==> src/rtl/regheap_pkg.sv <==
// Shared definitions for the 64x16b self-adding regheap, its upstream feeder
// and the drain controller: heap geometry, the controller phase type and a
// per-lane ReLU helper.
package regheap_pkg;

  localparam int LANE_W = 16;
  localparam int NLANES = 64;
  localparam int HEAP_W = LANE_W * NLANES;

  typedef enum logic [1:0] {
    PH_ACC  = 2'd0,
    PH_WAIT = 2'd1,
    PH_SNAP = 2'd2
  } phase_e;

  // Signed 16b lane clamped at zero: negative lanes become 0, others pass.
  function automatic logic [LANE_W-1:0] relu_lane(input logic [LANE_W-1:0] v);
    if (v[LANE_W-1]) begin
      return {LANE_W{1'b0}};
    end else begin
      return v;
    end
  endfunction

endpackage

==> src/rtl/regheap_beat_ser.sv <==
// Snapshot serializer for the regheap drain: holds the captured 1024b heap
// image and emits it low lanes first as BEAT_W-bit beats on valid/ready.
// Optional feature macro: REGHEAP_DRAIN_RELU_EN (negative lanes output as 0;
// the stored snapshot itself is never modified).
module regheap_beat_ser
  import regheap_pkg::*;
#(
  parameter int BEAT_W = 64
) (
  input  logic              clk,
  input  logic              rst,
  input  logic              i_load,
  input  logic [HEAP_W-1:0] i_data,
  input  logic              i_out_rdy,
  output logic [BEAT_W-1:0] o_out_data,
  output logic              o_out_v,
  output logic              o_out_last,
  output logic              o_idle,
  output logic              o_last_done
);

  localparam int NBEATS = HEAP_W / BEAT_W;
  localparam int IDX_W  = (NBEATS > 1) ? $clog2(NBEATS) : 1;
  localparam logic [IDX_W-1:0] IDX_LAST = IDX_W'(NBEATS - 1);

  logic [HEAP_W-1:0] r_snap;
  logic [IDX_W-1:0]  r_idx;
  logic              r_active;
  logic              w_hs;
  logic              w_at_last;
  logic [BEAT_W-1:0] w_beats [NBEATS];
  logic [BEAT_W-1:0] w_beat;
  logic [BEAT_W-1:0] w_beat_q;

  // Beat k of the snapshot as a constant slice, so the mux index stays narrow.
  for (genvar k = 0; k < NBEATS; k++) begin : g_beat
    assign w_beats[k] = r_snap[k*BEAT_W +: BEAT_W];
  end

  assign w_hs      = r_active & i_out_rdy;
  assign w_at_last = (r_idx == IDX_LAST);
  assign w_beat    = w_beats[r_idx];

  // Capture a new snapshot on load; otherwise advance one beat per handshake.
  always_ff @(posedge clk or negedge rst) begin
    if (!rst) begin
      r_snap   <= {HEAP_W{1'b0}};
      r_idx    <= {IDX_W{1'b0}};
      r_active <= 1'b0;
    end else if (i_load) begin
      r_snap   <= i_data;
      r_idx    <= {IDX_W{1'b0}};
      r_active <= 1'b1;
    end else if (w_hs) begin
      if (w_at_last) begin
        r_active <= 1'b0;
        r_idx    <= {IDX_W{1'b0}};
      end else begin
        r_idx    <= r_idx + IDX_W'(1);
      end
    end
  end

  // Post-mux lane treatment: pass-through, or ReLU when the feature is built in.
  always_comb begin
    w_beat_q = w_beat;
`ifdef REGHEAP_DRAIN_RELU_EN
    for (int l = 0; l < BEAT_W / LANE_W; l++) begin
      w_beat_q[l*LANE_W +: LANE_W] = relu_lane(w_beat[l*LANE_W +: LANE_W]);
    end
`endif
  end

  // Data is forced to zero whenever no beat is being offered.
  assign o_out_data  = r_active ? w_beat_q : {BEAT_W{1'b0}};
  assign o_out_v     = r_active;
  assign o_out_last  = r_active & w_at_last;
  assign o_idle      = ~r_active;
  assign o_last_done = w_hs & w_at_last;

endmodule

==> src/rtl/regheap_drain_ctrl.sv <==
// Loop controller and drain stage behind the 64x16b self-adding regheap.
// Counts ACC_LEN accepted beats, waits HEAP_LAT cycles for the heap to
// settle, snapshots it while pulsing usr_rst, and hands the snapshot to the
// beat serializer so the next accumulation overlaps the drain.
// Optional feature macro: REGHEAP_DRAIN_RELU_EN (handled in regheap_beat_ser).
module regheap_drain_ctrl
  import regheap_pkg::*;
#(
  parameter int ACC_LEN  = 16,
  parameter int HEAP_LAT = 2,
  parameter int BEAT_W   = 64
) (
  input  logic              clk,
  input  logic              rst,
  input  logic              acc_v,
  output logic              acc_rdy,
  input  logic [HEAP_W-1:0] heap_data,
  output logic              usr_rst,
  output logic [BEAT_W-1:0] out_data,
  output logic              out_v,
  input  logic              out_rdy,
  output logic              out_last,
  output logic              busy
);

  localparam int ACC_W = (ACC_LEN > 1) ? $clog2(ACC_LEN) : 1;
  localparam logic [ACC_W-1:0] ACC_LAST  = ACC_W'(ACC_LEN - 1);
  localparam logic [2:0]       WAIT_INIT = 3'(HEAP_LAT);

  phase_e           r_phase;
  phase_e           w_phase_nxt;
  logic [ACC_W-1:0] r_acc_cnt;
  logic [ACC_W-1:0] w_acc_cnt_nxt;
  logic [2:0]       r_wait_cnt;
  logic [2:0]       w_wait_cnt_nxt;
  logic             r_acc_rdy;
  logic             r_usr_rst;
  logic             w_accept;
  logic             w_drain_free;
  logic             w_load;
  logic             w_idle;
  logic             w_last_done;

  assign w_accept     = acc_v & r_acc_rdy;
  // The drain may be reloaded if idle or if its final handshake happens now.
  assign w_drain_free = w_idle | w_last_done;
  assign w_load       = (r_phase == PH_SNAP);

  // Phase sequencing. The wait counter holds the number of WAIT cycles still
  // to spend, so SNAP lands HEAP_LAT+1 cycles after the last accepted beat
  // and HEAP_LAT=0 goes straight to SNAP when the drain is free.
  always_comb begin
    w_phase_nxt    = r_phase;
    w_acc_cnt_nxt  = r_acc_cnt;
    w_wait_cnt_nxt = r_wait_cnt;
    case (r_phase)
      PH_ACC: begin
        if (w_accept) begin
          if (r_acc_cnt == ACC_LAST) begin
            w_wait_cnt_nxt = WAIT_INIT;
            if ((WAIT_INIT == 3'd0) && w_drain_free) begin
              w_phase_nxt = PH_SNAP;
            end else begin
              w_phase_nxt = PH_WAIT;
            end
          end else begin
            w_acc_cnt_nxt = r_acc_cnt + ACC_W'(1);
          end
        end else begin
          w_phase_nxt = PH_ACC;
        end
      end
      PH_WAIT: begin
        if ((r_wait_cnt <= 3'd1) && w_drain_free) begin
          w_phase_nxt = PH_SNAP;
        end else begin
          w_phase_nxt = PH_WAIT;
        end
        if (r_wait_cnt != 3'd0) begin
          w_wait_cnt_nxt = r_wait_cnt - 3'd1;
        end else begin
          w_wait_cnt_nxt = 3'd0;
        end
      end
      PH_SNAP: begin
        w_phase_nxt    = PH_ACC;
        w_acc_cnt_nxt  = {ACC_W{1'b0}};
        w_wait_cnt_nxt = 3'd0;
      end
      default: begin
        w_phase_nxt    = PH_ACC;
        w_acc_cnt_nxt  = {ACC_W{1'b0}};
        w_wait_cnt_nxt = 3'd0;
      end
    endcase
  end

  // Phase/counter state plus acc_rdy and usr_rst registered from the next phase.
  always_ff @(posedge clk or negedge rst) begin
    if (!rst) begin
      r_phase    <= PH_ACC;
      r_acc_cnt  <= {ACC_W{1'b0}};
      r_wait_cnt <= 3'd0;
      r_acc_rdy  <= 1'b1;
      r_usr_rst  <= 1'b0;
    end else begin
      r_phase    <= w_phase_nxt;
      r_acc_cnt  <= w_acc_cnt_nxt;
      r_wait_cnt <= w_wait_cnt_nxt;
      r_acc_rdy  <= (w_phase_nxt == PH_ACC);
      r_usr_rst  <= (w_phase_nxt == PH_SNAP);
    end
  end

  regheap_beat_ser #(
    .BEAT_W (BEAT_W)
  ) u_ser (
    .clk         (clk),
    .rst         (rst),
    .i_load      (w_load),
    .i_data      (heap_data),
    .i_out_rdy   (out_rdy),
    .o_out_data  (out_data),
    .o_out_v     (out_v),
    .o_out_last  (out_last),
    .o_idle      (w_idle),
    .o_last_done (w_last_done)
  );

  assign acc_rdy = r_acc_rdy;
  assign usr_rst = r_usr_rst;
  assign busy    = (r_phase != PH_ACC) | ~w_idle;

endmodule

==> config.mk <==
export PLATFORM = sky130hd
export DESIGN_NAME = regheap_drain_ctrl
export DESIGN_NICKNAME = d
export VERILOG_FILES = /design/src/rtl/regheap_pkg.sv /design/src/rtl/regheap_beat_ser.sv /design/src/rtl/regheap_drain_ctrl.sv
export SDC_FILE = /design/constraint.sdc
export NUM_CORES = 2
export LEC_CHECK = 0
export CORE_AREA = 2 2 423 425
export CTS_CLUSTER_DIAMETER = 150
export DETAILED_ROUTE_END_ITERATION = 16
export DIE_AREA = 0 0 425 427
export HOLD_SLACK_MARGIN = 0.12
export SYNTH_ARGS = -nofsm -noshare
export SYNTH_HDL_FRONTEND = slang
export SYNTH_SLANG_ARGS = --single-unit
==> constraint.sdc <==
create_clock -name clk -period 4.4 [get_ports clk]
set_input_delay 0.88 -clock clk [delete_from_list [all_inputs] [get_ports clk]]
set_output_delay 0.88 -clock clk [all_outputs]
set_load 0.05 [all_outputs]
==> reports/metrics.cfg <==
[yosys]
synthesis.nets = 4361
synth-seq-cells = 1040
avgSynthCellArea_um2 = 14.3
postSynth.topFlopCell = dfrtp_1
async_flop_share = 1.00
synth_cell_type_count = 39
syn_inst = 3329
ys_warn_count = 0
ys_seq_area_frac = 0.547
synth_area_um2 = 47500
synth_edf_count = 0

[clock_tree]
clk_pin_slew_ns = 0.06
htree_levels = 3
cts.sink_count = 1040
cts_tree = built
cts_buffers = 121
cts_buffer_depth = 3
clock_latency_ns = 0.79
root_buffer = clkbuf_16

[die]
die_width_um = 425
core_um2 = 177000
fp-row-count = 155
start_util = 0.268
dieArea_um2 = 181000
io_pins = 1097
die_h_um = 427

[grt]
grt_max_degree = 158
grt_pass1_vias = 34000
antenna_found_initial = 102
track_usage = 0.212
overflow = 0
grt_pass1_wl_um = 269000

[final_layout]
final_cell_mix = 1038 x dfrtp_1, 1031 x clkdlybuf4s50_1, 1024 x mux2_2, 499 x mux2i_1, 242 x a22oi_1
mostFrequentLayoutCell = dfrtp_1
synthToLayoutAreaGrowth_pct = 38.9
drive_above_1_share = 0.319
nets = 5457

[sta]
min_period_ns = 4.31
slew_headroom = 0.343
worstMarginPinSlew_ns = 0.985
tns_ns = 0
setup_violations = 0
finalMaxSlewViolations = 0
clock_skew_ns = 0.0423
rsz0062_at_grt = no
max_freq_ghz = 0.232
hold_violations = 0
finalCritPeriodShare = 0.980
worst_slack_ns = 0.0874

[route]
viasPerCell = 4.79
avgRoutedWirePerCell_um = 28.6
drcViolationCount = 0
dr.first_iter.drc_count = 2631
postRouteAntennaNets = 0
drtPass1Iterations = 5
routed_wl_um = 199000
route.vias.total = 33300

[pwr]
p_leak_nw = 28.3
powerDensity_nw_per_um2 = 793
irDropWorstVdd_uv = 601
total_power_mw = 52.3

[critical_path]
crit_arrival_ns = 3.43
path_class = reg2out
required_ns = 3.52
critPathLaunchType = register
slowest_delay_ns = 0.52
slowest_stage = dfrtp_4
crit_chain = buf_12, buf_12, mux2i_1, a22oi_1, nand2_1, o22ai_1, buf_4
cp_common_cell = buf_12
cp_max_fo = 48
end_kind = output port

[worst_hold_path]
hold_class = reg2reg

[run_status]
status = complete, no violations

[place]
gp_congestion = 0.941
dp_hpwl_um = 153000
dp_slack_ns = 0.535
port_buffers = 1096

[run]
maxCapViolations = 0

-- worst paths after layout --
| check | start | to | slack [ns] | depth (start not counted) |
|---|---|---|---|---|
| setup / recovery | u_ser.r_idx[0] | out_data[33] | 0.09 | 7 |
| hold / removal | u_ser.r_snap[992] | u_ser.r_snap[992] | 0.50 | 1 |
| setup reg to reg | r_phase[1] | u_ser.r_snap[484] | 1.78 | 4 |
| hold reg to reg | u_ser.r_snap[992] | u_ser.r_snap[992] | 0.50 | 1 |
| max in group asynchronous | rst | u_ser.r_snap[934] | 2.46 | 3 |
| min in group asynchronous | rst | u_ser.r_snap[181] | 0.69 | 2 |
-- worst max-delay path: cells and delay by family, from the launching register on --
family / cells / cell delay [ns]
AO/OA/AOI/OAI: 2 / 0.82
buffers and inverters: 3 / 0.71
flip-flops: 1 / 0.52
AND/OR/NAND/NOR: 1 / 0.33
multiplexers: 1 / 0.14
-- report_power, final --
group          total, mW  switching, mW  internal (mW)
logic               24.0           13.0           11.0
registers           17.8           3.36           14.4
clock network       10.5           4.44           6.08
total               52.3           20.8           31.5
-- layout make-up --
type                       instances  area, um2
clock inverter                    45        517
timing repair buffer            1219      12800
multi-input combinational       2039      19900
tap                             2355       2950
sequential                      1040      26000
antenna                           58        145
fill                           17100     111000
inverter                           4       15.0
clock buffer                     182       3680
-- flip-flops by register name, summed over array words and instances (netlist names) --
| signal | cells |
|---|---|
| u_ser.r_idx | 4 |
| r_wait_cnt | 3 |
| acc_rdy | 1 |
| r_acc_cnt | 4 |
| u_ser.o_out_v | 1 |
| usr_rst | 1 |
| u_ser.r_snap | 1024 |
| r_phase | 2 |
-- metrics by stage --
stage / instances / util / instance area [um2] / hold WS [ns]
6_report: 6942 / 0.373 / 66000 / 0.503
5_1_grt: 6937 / 0.373 / 66000 / 0.515
4_1_cts: 6884 / 0.372 / 65900 / 0.508
3_5_place_dp: 6648 / 0.347 / 61500 / 0.494
3_3_place_gp: 6648 / 0.347 / 61500 / 0.487
2_1_floorplan: 3329 / - / 47500 / 0.468
-- logic make-up (layout without fill, tap and decap cells) --
| kind of cell | after synthesis | count (layout) | share of synthesized area |
|---|---|---|---|
| muxes | 1530 | 1530 | 0.351 |
| AOI/OAI and AO/OA | 335 | 335 | 0.0504 |
| and+or+nand+nor | 166 | 166 | 0.0141 |
| buffers and inverters | 250 | 1450 | 0.0356 |
| DFF | 1040 | 1040 | 0.547 |
| xor gates and xnor gates | 4 | 4 | 0.000737 |
| adders and majority gates | 4 | 4 | 0.00105 |
| other | 0 | 58 | 0 |
-- cell usage after synthesis, types with 12 or more instances --
master | instances | area, um2
buf_2 | 50 | 250
o21ai_1 | 12 | 60.1
o22ai_1 | 58 | 363
clkbuf_1 | 40 | 150
nor2_1 | 13 | 48.8
buf_4 | 118 | 886
buf_6 | 27 | 304
a22oi_1 | 244 | 1830
mux2i_1 | 500 | 5000
mux2_2 | 1024 | 11500
dfrtp_1 | 1039 | 26000
nand2_1 | 130 | 488
-- repair_timing --
item,CTS,global route
setup buffers,8,0
hold buffers,1,0
resized for setup,9,8
setup endpoints to repair,28,8
hold endpoints to repair,25,0
pin swaps,1,0
-- metal layers --
| layer | routed length [um] | share of wire | vias up | GRT usage |
|---|---|---|---|---|
| met5 | 206 | 0.0010 | - | 0 |
| met4 | 5860 | 0.029 | 34 | 0.0857 |
| met3 | 14600 | 0.074 | 269 | 0.0536 |
| met2 | 91700 | 0.46 | 1162 | 0.324 |
| met1 | 86400 | 0.43 | 17300 | 0.285 |
| li1 | - | - | 14500 | - |
(Power assumes the default switching activity.)
